`src/rtl/alu_ctrl_pkg.sv`:
```
// Shared encodings for the multi-cycle controller: ALU operations, instruction fields, mux selects and FSM states.
package alu_ctrl_pkg;

  localparam int unsigned OPW    = 6;
  localparam int unsigned ALUOPW = 4;
  localparam int unsigned STW    = 4;

  localparam logic [ALUOPW-1:0] ALU_ADD = 4'b0000;
  localparam logic [ALUOPW-1:0] ALU_SUB = 4'b0001;
  localparam logic [ALUOPW-1:0] ALU_AND = 4'b0100;
  localparam logic [ALUOPW-1:0] ALU_OR  = 4'b0101;
  localparam logic [ALUOPW-1:0] ALU_XOR = 4'b0110;
  localparam logic [ALUOPW-1:0] ALU_NOR = 4'b0111;
  localparam logic [ALUOPW-1:0] ALU_SLT = 4'b1010;

  localparam logic [OPW-1:0] OP_RTYPE = 6'b000000;
  localparam logic [OPW-1:0] OP_LW    = 6'b100011;
  localparam logic [OPW-1:0] OP_SW    = 6'b101011;
  localparam logic [OPW-1:0] OP_BEQ   = 6'b000100;
  localparam logic [OPW-1:0] OP_J     = 6'b000010;
  localparam logic [OPW-1:0] OP_ADDI  = 6'b001000;
  localparam logic [OPW-1:0] OP_ANDI  = 6'b001100;
  localparam logic [OPW-1:0] OP_ORI   = 6'b001101;
  localparam logic [OPW-1:0] OP_XORI  = 6'b001110;

  localparam logic [OPW-1:0] FN_ADD = 6'b100000;
  localparam logic [OPW-1:0] FN_SUB = 6'b100010;
  localparam logic [OPW-1:0] FN_AND = 6'b100100;
  localparam logic [OPW-1:0] FN_OR  = 6'b100101;
  localparam logic [OPW-1:0] FN_XOR = 6'b100110;
  localparam logic [OPW-1:0] FN_NOR = 6'b100111;
  localparam logic [OPW-1:0] FN_SLT = 6'b101010;

  localparam logic [1:0] SRCB_RT   = 2'b00;
  localparam logic [1:0] SRCB_FOUR = 2'b01;
  localparam logic [1:0] SRCB_IMM  = 2'b10;
  localparam logic [1:0] SRCB_IMM4 = 2'b11;

  localparam logic [1:0] PCSRC_ALU    = 2'b00;
  localparam logic [1:0] PCSRC_ALUOUT = 2'b01;
  localparam logic [1:0] PCSRC_JUMP   = 2'b10;

  typedef enum logic [STW-1:0] {
    S_FETCH   = 4'd0,
    S_DECODE  = 4'd1,
    S_MEM_ADR = 4'd2,
    S_MEM_RD  = 4'd3,
    S_LW_WB   = 4'd4,
    S_MEM_WR  = 4'd5,
    S_R_EXEC  = 4'd6,
    S_R_WB    = 4'd7,
    S_I_EXEC  = 4'd8,
    S_I_WB    = 4'd9,
    S_BEQ     = 4'd10,
    S_JUMP    = 4'd11
  } state_e;

  function automatic logic opcode_legal(input logic [OPW-1:0] op);
    case (op)
      OP_RTYPE, OP_LW, OP_SW, OP_BEQ, OP_J,
      OP_ADDI, OP_ANDI, OP_ORI, OP_XORI: opcode_legal = 1'b1;
      default:                           opcode_legal = 1'b0;
    endcase
  endfunction

endpackage

```
`src/rtl/alu_funct_decoder.sv`:
```
// R-type funct field to ALUop translation; valid_c_o flags a supported funct.
module alu_funct_decoder
  import alu_ctrl_pkg::*;
(
  input  logic [OPW-1:0]    funct_i,
  output logic [ALUOPW-1:0] alu_op_c_o,
  output logic              valid_c_o
);

  always_comb begin
    alu_op_c_o = ALU_ADD;
    valid_c_o  = 1'b1;
    case (funct_i)
      FN_ADD:  alu_op_c_o = ALU_ADD;
      FN_SUB:  alu_op_c_o = ALU_SUB;
      FN_AND:  alu_op_c_o = ALU_AND;
      FN_OR:   alu_op_c_o = ALU_OR;
      FN_XOR:  alu_op_c_o = ALU_XOR;
      FN_NOR:  alu_op_c_o = ALU_NOR;
      FN_SLT:  alu_op_c_o = ALU_SLT;
      default: valid_c_o  = 1'b0;
    endcase
  end

endmodule

```
`src/rtl/multicycle_control.sv`:
```
// Multi-cycle control FSM: sequences fetch/decode/execute/memory/writeback and drives datapath enables.
module multicycle_control
  import alu_ctrl_pkg::*;
(
  input  logic              clk,
  input  logic              reset,
  input  logic [OPW-1:0]    opcode,
  input  logic [OPW-1:0]    funct,
  input  logic              zero,
  output logic [ALUOPW-1:0] ALUop,
  output logic              alu_src_a,
  output logic [1:0]        alu_src_b,
  output logic              ext_zero,
  output logic              pc_en,
  output logic [1:0]        pc_src,
  output logic              iord,
  output logic              mem_write,
  output logic              ir_write,
  output logic              reg_dst,
  output logic              mem_to_reg,
  output logic              reg_write,
  output logic              illegal
);

  state_e              state_q, state_d;
  logic [ALUOPW-1:0]   fn_alu_op;
  logic                fn_valid;

  alu_funct_decoder u_funct_dec (
    .funct_i    (funct),
    .alu_op_c_o (fn_alu_op),
    .valid_c_o  (fn_valid)
  );

  always_ff @(posedge clk or posedge reset) begin
    if (reset) state_q <= S_FETCH;
    else       state_q <= state_d;
  end

  always_comb begin
    state_d = S_FETCH;
    case (state_q)
      S_FETCH: state_d = S_DECODE;
      S_DECODE: begin
        case (opcode)
          OP_RTYPE:                          state_d = S_R_EXEC;
          OP_LW, OP_SW:                      state_d = S_MEM_ADR;
          OP_BEQ:                            state_d = S_BEQ;
          OP_J:                              state_d = S_JUMP;
          OP_ADDI, OP_ANDI, OP_ORI, OP_XORI: state_d = S_I_EXEC;
          default:                           state_d = S_FETCH;
        endcase
      end
      S_MEM_ADR: state_d = (opcode == OP_SW) ? S_MEM_WR : S_MEM_RD;
      S_MEM_RD:  state_d = S_LW_WB;
      S_R_EXEC:  state_d = fn_valid ? S_R_WB : S_FETCH;
      S_I_EXEC:  state_d = S_I_WB;
      default:   state_d = S_FETCH;
    endcase
  end

  // While reset is held every strobe stays low even though the state already reads FETCH.
  always_comb begin
    ALUop      = ALU_ADD;
    alu_src_a  = 1'b0;
    alu_src_b  = SRCB_RT;
    ext_zero   = 1'b0;
    pc_en      = 1'b0;
    pc_src     = PCSRC_ALU;
    iord       = 1'b0;
    mem_write  = 1'b0;
    ir_write   = 1'b0;
    reg_dst    = 1'b0;
    mem_to_reg = 1'b0;
    reg_write  = 1'b0;
    illegal    = 1'b0;
    if (!reset) begin
      case (state_q)
        S_FETCH: begin
          ir_write  = 1'b1;
          alu_src_b = SRCB_FOUR;
          pc_en     = 1'b1;
        end
        S_DECODE: begin
          alu_src_b = SRCB_IMM4;
          illegal   = !opcode_legal(opcode);
        end
        S_MEM_ADR: begin
          alu_src_a = 1'b1;
          alu_src_b = SRCB_IMM;
        end
        S_MEM_RD: iord = 1'b1;
        S_LW_WB: begin
          mem_to_reg = 1'b1;
          reg_write  = 1'b1;
        end
        S_MEM_WR: begin
          iord      = 1'b1;
          mem_write = 1'b1;
        end
        S_R_EXEC: begin
          alu_src_a = 1'b1;
          ALUop     = fn_alu_op;
          illegal   = !fn_valid;
        end
        S_R_WB: begin
          reg_dst   = 1'b1;
          reg_write = 1'b1;
        end
        S_I_EXEC: begin
          alu_src_a = 1'b1;
          alu_src_b = SRCB_IMM;
          ext_zero  = (opcode != OP_ADDI);
          case (opcode)
            OP_ANDI: ALUop = ALU_AND;
            OP_ORI:  ALUop = ALU_OR;
            OP_XORI: ALUop = ALU_XOR;
            default: ALUop = ALU_ADD;
          endcase
        end
        S_I_WB: reg_write = 1'b1;
        S_BEQ: begin
          alu_src_a = 1'b1;
          ALUop     = ALU_SUB;
          pc_src    = PCSRC_ALUOUT;
          pc_en     = zero;
        end
        S_JUMP: begin
          pc_src = PCSRC_JUMP;
          pc_en  = 1'b1;
        end
        default: ;
      endcase
    end
  end

endmodule

```
`config.mk`:
```
export PLATFORM = sky130hd
export DESIGN_NAME = multicycle_control
export DESIGN_NICKNAME = d
export VERILOG_FILES = /design/src/rtl/alu_ctrl_pkg.sv /design/src/rtl/alu_funct_decoder.sv /design/src/rtl/multicycle_control.sv
export SDC_FILE = /design/constraint.sdc
export NUM_CORES = 1
export LEC_CHECK = 0
export ABC_AREA = 1
export BUFFER_PORTS_ARGS = -buffer_cell sky130_fd_sc_hd__clkbuf_2
export CORE_UTILIZATION = 50
export CTS_CLUSTER_DIAMETER = 30
export DETAILED_ROUTE_END_ITERATION = 7
export PLACE_DENSITY = 0.9
export SLEW_MARGIN = 20
export SYNTH_ARGS = -nofsm -noshare
export SYNTH_HDL_FRONTEND = slang
export SYNTH_HIERARCHICAL = 1
export SYNTH_SLANG_ARGS = --single-unit
```
`constraint.sdc`:
```
create_clock -name clk -period 1.95 [get_ports clk]
set_input_delay 0.0975 -clock clk [delete_from_list [all_inputs] [get_ports clk]]
set_output_delay 0.0975 -clock clk [all_outputs]
set_load 0.05 [all_outputs]
```
[Word level (Yosys, flattened, before mapping)]
Cells that the tools add are included.
W data, S select, Z words.
Operators by class
  add/sub/neg operators: 0
  multipliers: 0
  div/mod/pow operators: 0
  magnitude comparators: 0
  equal/unequal tests: 27
  shift operators: 0
  mux-type cells: 36
  bitwise operators: 0
  reduce and logical (&&, ||, !) cells: 13
Operators by type and width (count)
  $eq A6 B6 Y1 const B: 9
  $pmux W4 S6: 2
  $eq A6 B4 Y1 const B: 4
  $mux W1: 22
  $pmux W4 S5: 1
  $eq A4 B3 Y1 const B: 4
  $eq A4 B4 Y1 const B: 4
  $pmux W4 S3: 1
  $pmux W3 S3: 1
  $reduce_or A9 Y1: 1
  $eq A4 B2 Y1 const B: 2
  $reduce_or A2 Y1: 4
  $reduce_or A4 Y1: 2
  $reduce_or A7 Y1: 1
  $eq A6 B2 Y1 const B: 1
  $eq A6 B3 Y1 const B: 1
  $logic_not A6 Y1: 1
  $mux W3: 2
  $ne A6 B4 Y1 const B: 1
  $pmux W2 S3: 1
  $eq A4 B1 Y1 const B: 1
  $logic_not A4 Y1: 1
  $mux W2: 2
  $mux W4: 1
  other kinds (4): 6
Word-level totals
  flip-flop bits (word level): 4
  bits in latches: 0
  bits in writable memories: 0
  memory bits (read-only): 0
  bits of input ports: 15
  logic and storage cells: 77
  memories: 0

[Longest topological paths before layout]
Gate-level depths: netlist (run 1).
  word-level depth: 8
  depth in mapped cells: 10
  depth with buffers taken out: 10

[Cells and area by module]
The synthesis (run 1) kept the hierarchy.
Modules (own cells, without submodules)
  multicycle_control: times used 1, cells an instance 115, area an instance 584.3 sq um
  alu_funct_decoder: times used 1, cells an instance 35, area an instance 158.9 sq um

[Worst setup path before layout (run 1)]
OpenSTA, ideal clock, no wires.
  path type: register -> output
  from: reg state_q[1]
  to: out pc_en
  data arrival time: 2.571 ns
  setup slack: -0.719 ns
  cell stages (with the launch flop): 4
  buffers on the path: 0
  cell sequence: dfrtp_1 -> nand2_1 -> nor4_1 -> nand3b_1
Between the ends
  longest elaborated chain between the ends: 4
  elaborated cells on any way between the ends: 6
Ends and longest elaborated chain
  start, declared: line multicycle_control.sv:25  | state_e state_q, state_d;
  start signal, assigned: line multicycle_control.sv:37  | else state_q <= state_d;
  $eq A4 B4 Y1 or $logic_not A4 Y1 (tied branches): line multicycle_control.sv:78  | case (state_q)
  $reduce_or A2 Y1 (no line)
  $pmux W1 S2 (*): line multicycle_control.sv:78
  $mux W1 (*): line multicycle_control.sv:77  | if (!reset) begin
  end, declared: line multicycle_control.sv:14  | output logic pc_en,
Every way passes the cells marked *; elsewhere a longest branch is shown, timed or not.

[Worst setup path after layout (run 1)]
  from: reg state_q[2]
  to: out ALUop[1]
Between the ends
  longest elaborated chain between the ends: 3
  elaborated cells on any way between the ends: 5
Ends and longest elaborated chain
  $eq A4 B4 Y1 or $eq A4 B3 Y1 (tied branches): line multicycle_control.sv:78
  $pmux W4 S3 (*): line multicycle_control.sv:78
  $mux W4 (*): line multicycle_control.sv:77
  end, declared: line multicycle_control.sv:10  | output logic [ALUOPW-1:0] ALUop,
Marked as above.

==> impl_metrics.tcl, run 1 <==
set metrics [dict create \
    outcome "finished clean" \
    hold_start "opcode[0]" \
    yosysTopAreaCell "nand2_1" \
    clock_path_buffers 2 \
    fin_skew_ps 4.98 \
    grt_first_pass_wirelength_mm 3.13 \
    grt_pass1_vias 816 \
    initial_core_util_pct 55.7 \
    grt_use_met1_pct 35.4 \
    yosysSeqAreaShare_pct 13.5 \
    endpoint_kind "primary output" \
    power_leakage_nw 0.597 \
    gr-total-overflow 0 \
    fmax_ghz 0.569 \
    vias 1027 \
    cts_buffers 3 \
    hold_ws_ps 247 \
    drt_first_pass_iters 4 \
    die_h_um 40.6 \
    rsz0062_at_grt "no" \
    dp.cells 195 \
    gp_congestion 0.844 \
    rows 13 \
    netlist_area_um2 743 \
    syn_inst 150 \
    io_buffers 32 \
    synth.top_cells.by_area "nand2_1 19%, nor2_1 16%, dfrtp_1 13%" \
    met3_usage_pct 5.00 \
    fin_crit_ps 1760 \
    grt_max_degree 18 \
    peakVddDrop_mv 0.357 \
    clk_pin_slew_worst_paths_ps 40 \
    final_cells 199 \
    avgSynthCellArea_um2 4.95 \
    die_x_um 40.6 \
    grt_usage_pct 27.5 \
    grt_util_met2_pct 47.2 \
    slew_headroom_pct 74.3 \
    io_pins 33 \
    design_area_um2 961 \
    regMostFlops "state_q" \
    fillers 123 \
    power.density_nw_per_um2 776 \
    h-tree-depth 1 \
    p_total_uw 745 \
    insertion_delay_ps 240 \
    r2r-end "state_q[1]" \
    detailed_place_hpwl_mm 1.66 \
    critPathLaunchType "flip-flop" \
    max_cap_violations 0 \
    timing.setup.tns_ps 0 \
    routed_via_density 5.16 \
    place_area_um2 928 \
    reg2reg_from "state_q[2]" \
    worst_pin_slew_ps 384 \
    crit_fanout 5 \
    drt_iter0_markers 36 \
    netlist.area_leader.share_pct 18.7 \
    final_cell_mix "37 x nand2_1, 32 x nor2_1, 32 x clkbuf_2, 22 x inv_1, 18 x nand3_1" \
    synth_warnings 6 \
    largest_reg_flops 4 \
    whs_path_depth 4 \
    die_area_um2 1640 \
    cts_tree "done" \
    worst_ep_arrival_time_ps 1660 \
    hp-class "in -> reg" \
    r2r_slack_ps 690 \
    avgRoutedWirePerCell_um 9.96 \
    cts-root-buf "clkbuf_4" \
    layout.cells.most_common "nand2_1" \
    finalHoldViolations 0 \
    fin_crit_sh_pct 90.1 \
    antenna_found_initial 0 \
    drc 0 \
    r2r_cells 6 \
    drive_above_1_share_pct 28.3 \
    fin_nets 201 \
    grt.busiest_layer "met2" \
    syn_to_final_growth_pct 29.3 \
    core_area_um2 1330 \
    reg_top3 "state_q: 4 flops" \
    clock-sinks 4 \
    mappedNetlistNets 165 \
    antennaDiodeCount 0 \
    routed_wl_mm 1.98 \
    synth_seq_cells 4 \
    maxSlewViolCount 0 \
    required_ps 1850 \
    worstSetupPathType "reg -> out" \
    setup_viol 0 \
    yosysUniqueCellTypes 22 \
    min_to "state_q[0]" \
    ctsResizeCount 0 \
    ant_nets 0 \
]
-- layout make-up --
type                    count  area [um2]  share of cell area, %
flip-flops and latches      4         100                   10.4
clock buffers               3        22.5                   2.34
inverters                  27         101                   10.5
repair buffers             33         170                   17.7
multi-input cells         117         548                   57.0
well taps                  15        18.8                   1.95
-- where the power goes --
| group | internal [mW] | switching [mW] | leakage (nW) |
|---|---|---|---|
| clock network | 0.0692 | 0.0387 | 0.0138 |
| logic | 0.119 | 0.374 | 0.530 |
| registers | 0.106 | 0.0391 | 0.0531 |
-- timing repair --
item / in CTS / in global routing
hold buffers: 1 / 0
endpoints found under the setup margin: 0 / 0
setup buffers: 0 / 0
hold endpoints to repair: 4 / 0
-- synthesized netlist by cell type --
cell type  number
inv_1          22
o21ai_0         4
nand3_1        18
clkbuf_1        1
nor4_1          1
nand2_1        37
nand3b_1        1
a21oi_1         3
nor2_2          7
nor3_1          5
nor3_2          1
o21a_1          1
dfrtp_1         4
nor3b_1         1
o21ai_1         1
buf_2           1
nand2_2         2
nor2_1         32
a31oi_1         1
nor2_4          1
inv_2           5
or2_1           1
-- worst max path at each step --
stage | cells past startpoint | startpoint | end | slack, ps
finish | 8 | state_q[2] | ALUop[1] | 190
global route | 7 | state_q[3] | ALUop[0] | 40
CTS | 8 | state_q[2] | ALUop[1] | 200
detailed placement | 8 | state_q[2] | ALUop[1] | 470
global placement | 8 | state_q[2] | ALUop[1] | 530
floorplan | 3 | state_q[2] | ext_zero | -10
-- layer usage --
| metal | wire [um] | part of all wire, % |
|---|---|---|
| met1 | 863 | 44 |
| met2 | 947 | 48 |
| met3 | 152 | 7.7 |
| met4 | 20 | 1.0 |
| met5 | 0 | 0 |
-- stage by stage --
stage / setup slack [ps] / util (%)
2_1_floorplan: -9.87 / -
3_3_place_gp: 533 / 69.6
3_5_place_dp: 467 / 69.6
4_1_cts: 199 / 72.0
5_1_grt: 44.8 / 72.0
6_report: 194 / 72.0
-- cell families after synthesis --
| family | after synthesis | synth area share [%] |
|---|---|---|
| buffers and inverters | 29 | 14.8 |
| and+or+nand+nor | 107 | 64.5 |
| AOI/OAI and AO/OA | 10 | 7.24 |
| DFF | 4 | 13.5 |
-- critical path, stage by stage (launching register included) --
cell and delay, ps:
dfrtp_1 440, inv_1 110, nor2_2 190, nand2_2 90, inv_2 80, nand2_1 50
o21a_1 100, nor2_1 80, clkbuf_2 280
Power figures use the tool's default switching activity.
==> inputs of run 2 (changes only) <==
Settings changed: CELL_PAD_IN_SITES_DETAIL_PLACEMENT from default to 2, CELL_PAD_IN_SITES_GLOBAL_PLACEMENT from default to 2, CORE_UTILIZATION 50 to 22, CTS_CLUSTER_DIAMETER 30 to default, PLACE_DENSITY 0.9 to 0.89.
==> impl_metrics.tcl, run 2 (synthesis results as in run 1) <==
set metrics [dict create \
    outcome "finished clean" \
    slew_headroom_pct 72.4 \
    critPathMaxStageDelay_ps 440 \
    routed_wl_mm 2.99 \
    worstSetupPathType "reg -> out" \
    critical_path.slowest_cell "dfrtp_1" \
    hp-class "in -> async" \
    rsz0062_at_grt "no" \
    io_pins 33 \
    insertion_delay_ps 230 \
    fin_crit_sh_pct 92.8 \
    setup_viol 0 \
    timing.setup.tns_ps 0 \
    initial_core_util_pct 23.8 \
    ant_nets 0 \
    avgRoutedWirePerCell_um 13.2 \
    sw_frac_of_total_pct 61.3 \
    fin_nets 200 \
    power.density_nw_per_um2 766 \
    ctsResizeCount 0 \
    layout.cells.most_common "nand2_1" \
    regMostFlops "state_q" \
    endpoint_kind "primary output" \
    drt_iter0_markers 13 \
    reg_top3 "state_q: 4 flops" \
    final_cell_mix "37 x nand2_1, 32 x nor2_1, 32 x clkbuf_2, 22 x inv_1, 18 x nand3_1" \
    finalHoldViolations 0 \
    final_core_util_pct 31.6 \
    clock_path_buffers 2 \
    drc 0 \
    io_buffers 32 \
    die_h_um 60.1 \
    clk_pin_slew_worst_paths_ps 40 \
    fin_skew_ps 1.42 \
    largest_reg_flops 4 \
    maxSlewViolCount 0 \
    drive_above_1_share_pct 28.4 \
    crit_fanout 5 \
    grt_first_pass_wirelength_mm 5.06 \
    reg2reg_from "state_q[2]" \
    clock-sinks 4 \
    grt_max_degree 18 \
    core_area_um2 3130 \
    post_cts_buffers 0 \
    cts_tree "done" \
    required_ps 1850 \
    max_cap_violations 0 \
    worst_ep_arrival_time_ps 1710 \
    detailed_place_hpwl_mm 2.63 \
    die_x_um 60.1 \
    cp_cell_sequence "inv_1 > nor2_2 > nand2_2 > inv_2 > nand2_1 > nand2_1 > nor2_1 > nor2_1 > clkbuf_2" \
    fin_crit_ps 1810 \
    routed_via_density 4.60 \
    grt_usage_pct 18.4 \
    h-tree-depth 1 \
    r2r_cells 6 \
    cts_hold_buf 0 \
    fmax_ghz 0.552 \
    power_leakage_nw 0.593 \
    fillers 438 \
    syn_to_final_growth_pct 32.8 \
    antenna_found_initial 0 \
    gp_congestion 0.823 \
    hold_ws_ps 59.2 \
    final_cells 227 \
    drt_first_pass_iters 4 \
    antennaDiodeCount 0 \
    cts-root-buf "clkbuf_4" \
    seqPwrFrac_pct 18.8 \
    dp.cells 224 \
    grt_pass1_vias 1139 \
    p_comb_share_pct 67.7 \
    gr-total-overflow 0 \
    critPathLaunchType "flip-flop" \
    rows 20 \
    peakVddDrop_mv 0.205 \
    r2r_slack_ps 670 \
    clkPwrFrac_pct 13.5 \
    cts_buffers 3 \
    vias 1044 \
    p_switching_uw 464 \
    die_area_um2 3610 \
    intPower_uw 292 \
    worst_pin_slew_ps 413 \
    r2r-end "state_q[0]" \
]
-- run 2: cell count changes in the layout (fill, tap and decap cells not counted), sizes merged --
cell and change:
dlygate4sd3 -1
-- run 2: how the worst max path moves through the flow --
stage / startpoint / to / slack [ps]
floorplan: state_q[2] / ext_zero / -10
global placement: state_q[2] / ALUop[0] / 470
detailed placement: state_q[2] / ALUop[0] / 370
CTS: state_q[2] / ALUop[0] / 100
global route: state_q[2] / ALUop[0] / 5
finish: state_q[2] / ALUop[0] / 140
-- run 2: cell type report --
type / instances / area, um2 / area share, %
sequential: 4 / 100 / 10.1
inverter: 27 / 101 / 10.3
timing repair buffer: 32 / 160 / 16.2
multi-input combinational: 117 / 548 / 55.5
clock buffer: 3 / 22.5 / 2.28
tap: 44 / 55.1 / 5.58
-- run 2: metrics by stage --
step,power [mW],setup WS (ps),instance area (um2)
2_1_floorplan,0.520,-9.87,758
3_3_place_gp,0.634,469,965
3_5_place_dp,0.661,369,965
4_1_cts,0.771,99.6,987
5_1_grt,0.818,5.01,987
6_report,0.756,140,987
-- run 2: critical path, delay by kind of cell (launching register included) --
family | cells | cell delay, ps
AND/OR/NAND/NOR | 6 | 560
flip-flops | 1 | 440
buffers and inverters | 3 | 480
-- run 2: power by group through the flow --
stage               Combinational (mW)  Clock (mW)  Sequential (mW)
floorplan                        0.384           0            0.136
global placement                 0.492           0            0.142
detailed placement               0.517           0            0.144
CTS                              0.522       0.106            0.143
global route                     0.562       0.110            0.145
finish                           0.512       0.102            0.142
-- run 2: per-layer routing --
metal | track usage [%] | routed length, um
met1 | 20.8 | 1270
met2 | 37.5 | 1650
met3 | 1.30 | 66
met4 | 1.99 | 0
met5 | 0 | 0
==> inputs of run 3 (changes only) <==
Clock period 1.95 ns to 2.1 ns, I/O delays scaled along.
==> impl_metrics.tcl, run 3 (synthesis results as in run 1) <==
set metrics [dict create \
    required_ps 2000 \
    final_cells 227 \
    post_cts_buffers 0 \
    insertion_delay_ps 240 \
    core_area_um2 3130 \
    grt_pass1_vias 1141 \
    timing.setup.tns_ps 0 \
    crit_fanout 5 \
    peakVddDrop_mv 0.158 \
    max_cap_violations 0 \
    grt_max_degree 18 \
    fin_crit_ps 1810 \
    r2r_slack_ps 760 \
    die_area_um2 3610 \
    cts_buffers 3 \
    largest_reg_flops 4 \
    clock-sinks 4 \
    grt_usage_pct 18.8 \
    gp_congestion 0.819 \
    die_h_um 60.1 \
    hp-class "in -> async" \
    antenna_found_initial 0 \
    ant_nets 0 \
    layout.cells.most_common "nand2_1" \
    drt_iter0_markers 18 \
    power_leakage_nw 0.592 \
    drt_first_pass_iters 3 \
    worstSetupPathType "reg -> out" \
    routed_wl_mm 3.09 \
    drive_above_1_share_pct 28.4 \
    vias 1059 \
    h-tree-depth 1 \
    gr-total-overflow 0 \
    cts_tree "done" \
    reg2reg_from "state_q[2]" \
    grt_first_pass_wirelength_mm 5.19 \
    worst_pin_slew_ps 426 \
    power.density_nw_per_um2 731 \
    p_switching_uw 443 \
    endpoint_kind "primary output" \
    io_buffers 32 \
    drc 0 \
    clk_pin_slew_worst_paths_ps 40 \
    sw_frac_of_total_pct 62.0 \
    maxSlewViolCount 0 \
    slew_headroom_pct 71.5 \
    finalHoldViolations 0 \
    antennaDiodeCount 0 \
    fin_skew_ps 2.46 \
    hold_ws_ps 20.8 \
    avgRoutedWirePerCell_um 13.6 \
    ctsResizeCount 0 \
    initial_core_util_pct 23.8 \
    seqPwrFrac_pct 18.9 \
    regMostFlops "state_q" \
    critPathLaunch "state_q[2]" \
    fmax_ghz 0.552 \
    detailed_place_hpwl_mm 2.68 \
    dp.cells 224 \
    setup_viol 0 \
    fin_crit_sh_pct 86.3 \
    final_cell_mix "37 x nand2_1, 32 x nor2_1, 32 x clkbuf_2, 22 x inv_1, 18 x nand3_1" \
    routed_via_density 4.67 \
    worst_ep_arrival_time_ps 1710 \
    syn_to_final_growth_pct 31.6 \
    design_area_um2 978 \
    reg_top3 "state_q: 4 flops" \
    outcome "finished clean" \
    clock_path_buffers 2 \
    io_pins 33 \
    r2r-end "state_q[0]" \
    place_area_um2 956 \
    rows 20 \
    r2r_cells 6 \
    fin_nets 200 \
    clkPwrFrac_pct 13.7 \
    rsz0062_at_grt "no" \
    p_comb_share_pct 67.5 \
    critPathLaunchType "flip-flop" \
    cts_hold_buf 0 \
    critPathCapture "ALUop[1]" \
    intPower_uw 271 \
    die_x_um 60.1 \
    cts-root-buf "clkbuf_4" \
]
-- run 3: cell counts in the layout (fill, tap and decap cells not counted) --
Identical to the previous run, type by type.
-- run 3: cell type report --
type	count	area [um2]
inverter	27	101
timing repair buffer	32	160
clock buffer	3	22.5
tap	44	55.1
multi-input combinational	117	539
fill	431	2150
sequential	4	100
-- run 3: stage by stage --
step | utilization, % | worst slack [ps] | power [mW]
detailed placement | 30.6 | 528 | 0.619
floorplan | - | 54.7 | 0.479
global placement | 30.6 | 591 | 0.586
finish | 31.3 | 288 | 0.715
global route | 31.3 | 155 | 0.771
CTS | 31.3 | 273 | 0.722
-- run 3: per-layer routing --
metal	global-route usage [%]	part of all wire, %	vias to the layer above	routed length (um)
met5	0	0	-	0
li1	-	-	532	-
met2	35.8	54	25	1660
met4	2.99	0.55	0	17
met3	1.52	2.2	2	67
met1	22.7	43	500	1340
-- run 3: worst min path at each step --
stage / start / to / slack, ps / cells past startpoint
floorplan: reset / state_q[0] / 90 / 2
global placement: reset / state_q[0] / 260 / 2
detailed placement: reset / state_q[0] / 280 / 2
CTS: reset / state_q[1] / 40 / 2
global route: reset / state_q[2] / 70 / 2
finish: reset / state_q[0] / 20 / 2
-- run 3: worst max-delay path: stages (launching register included) --
cell and delay, ps:
dfrtp_1 430, inv_1 100, nor2_2 200, nand2_2 90
inv_2 80, nand2_1 50, o21a_1 100, nor2_1 110
clkbuf_2 300
-- run 3: power by group through the flow --
stage	Sequential (mW)	Combinational (mW)	Clock, mW
after floorplan	0.125	0.354	0
after global placement	0.131	0.455	0
after detailed placement	0.135	0.484	0
after CTS	0.136	0.490	0.0962
after global routing	0.140	0.527	0.105
final	0.135	0.482	0.0977
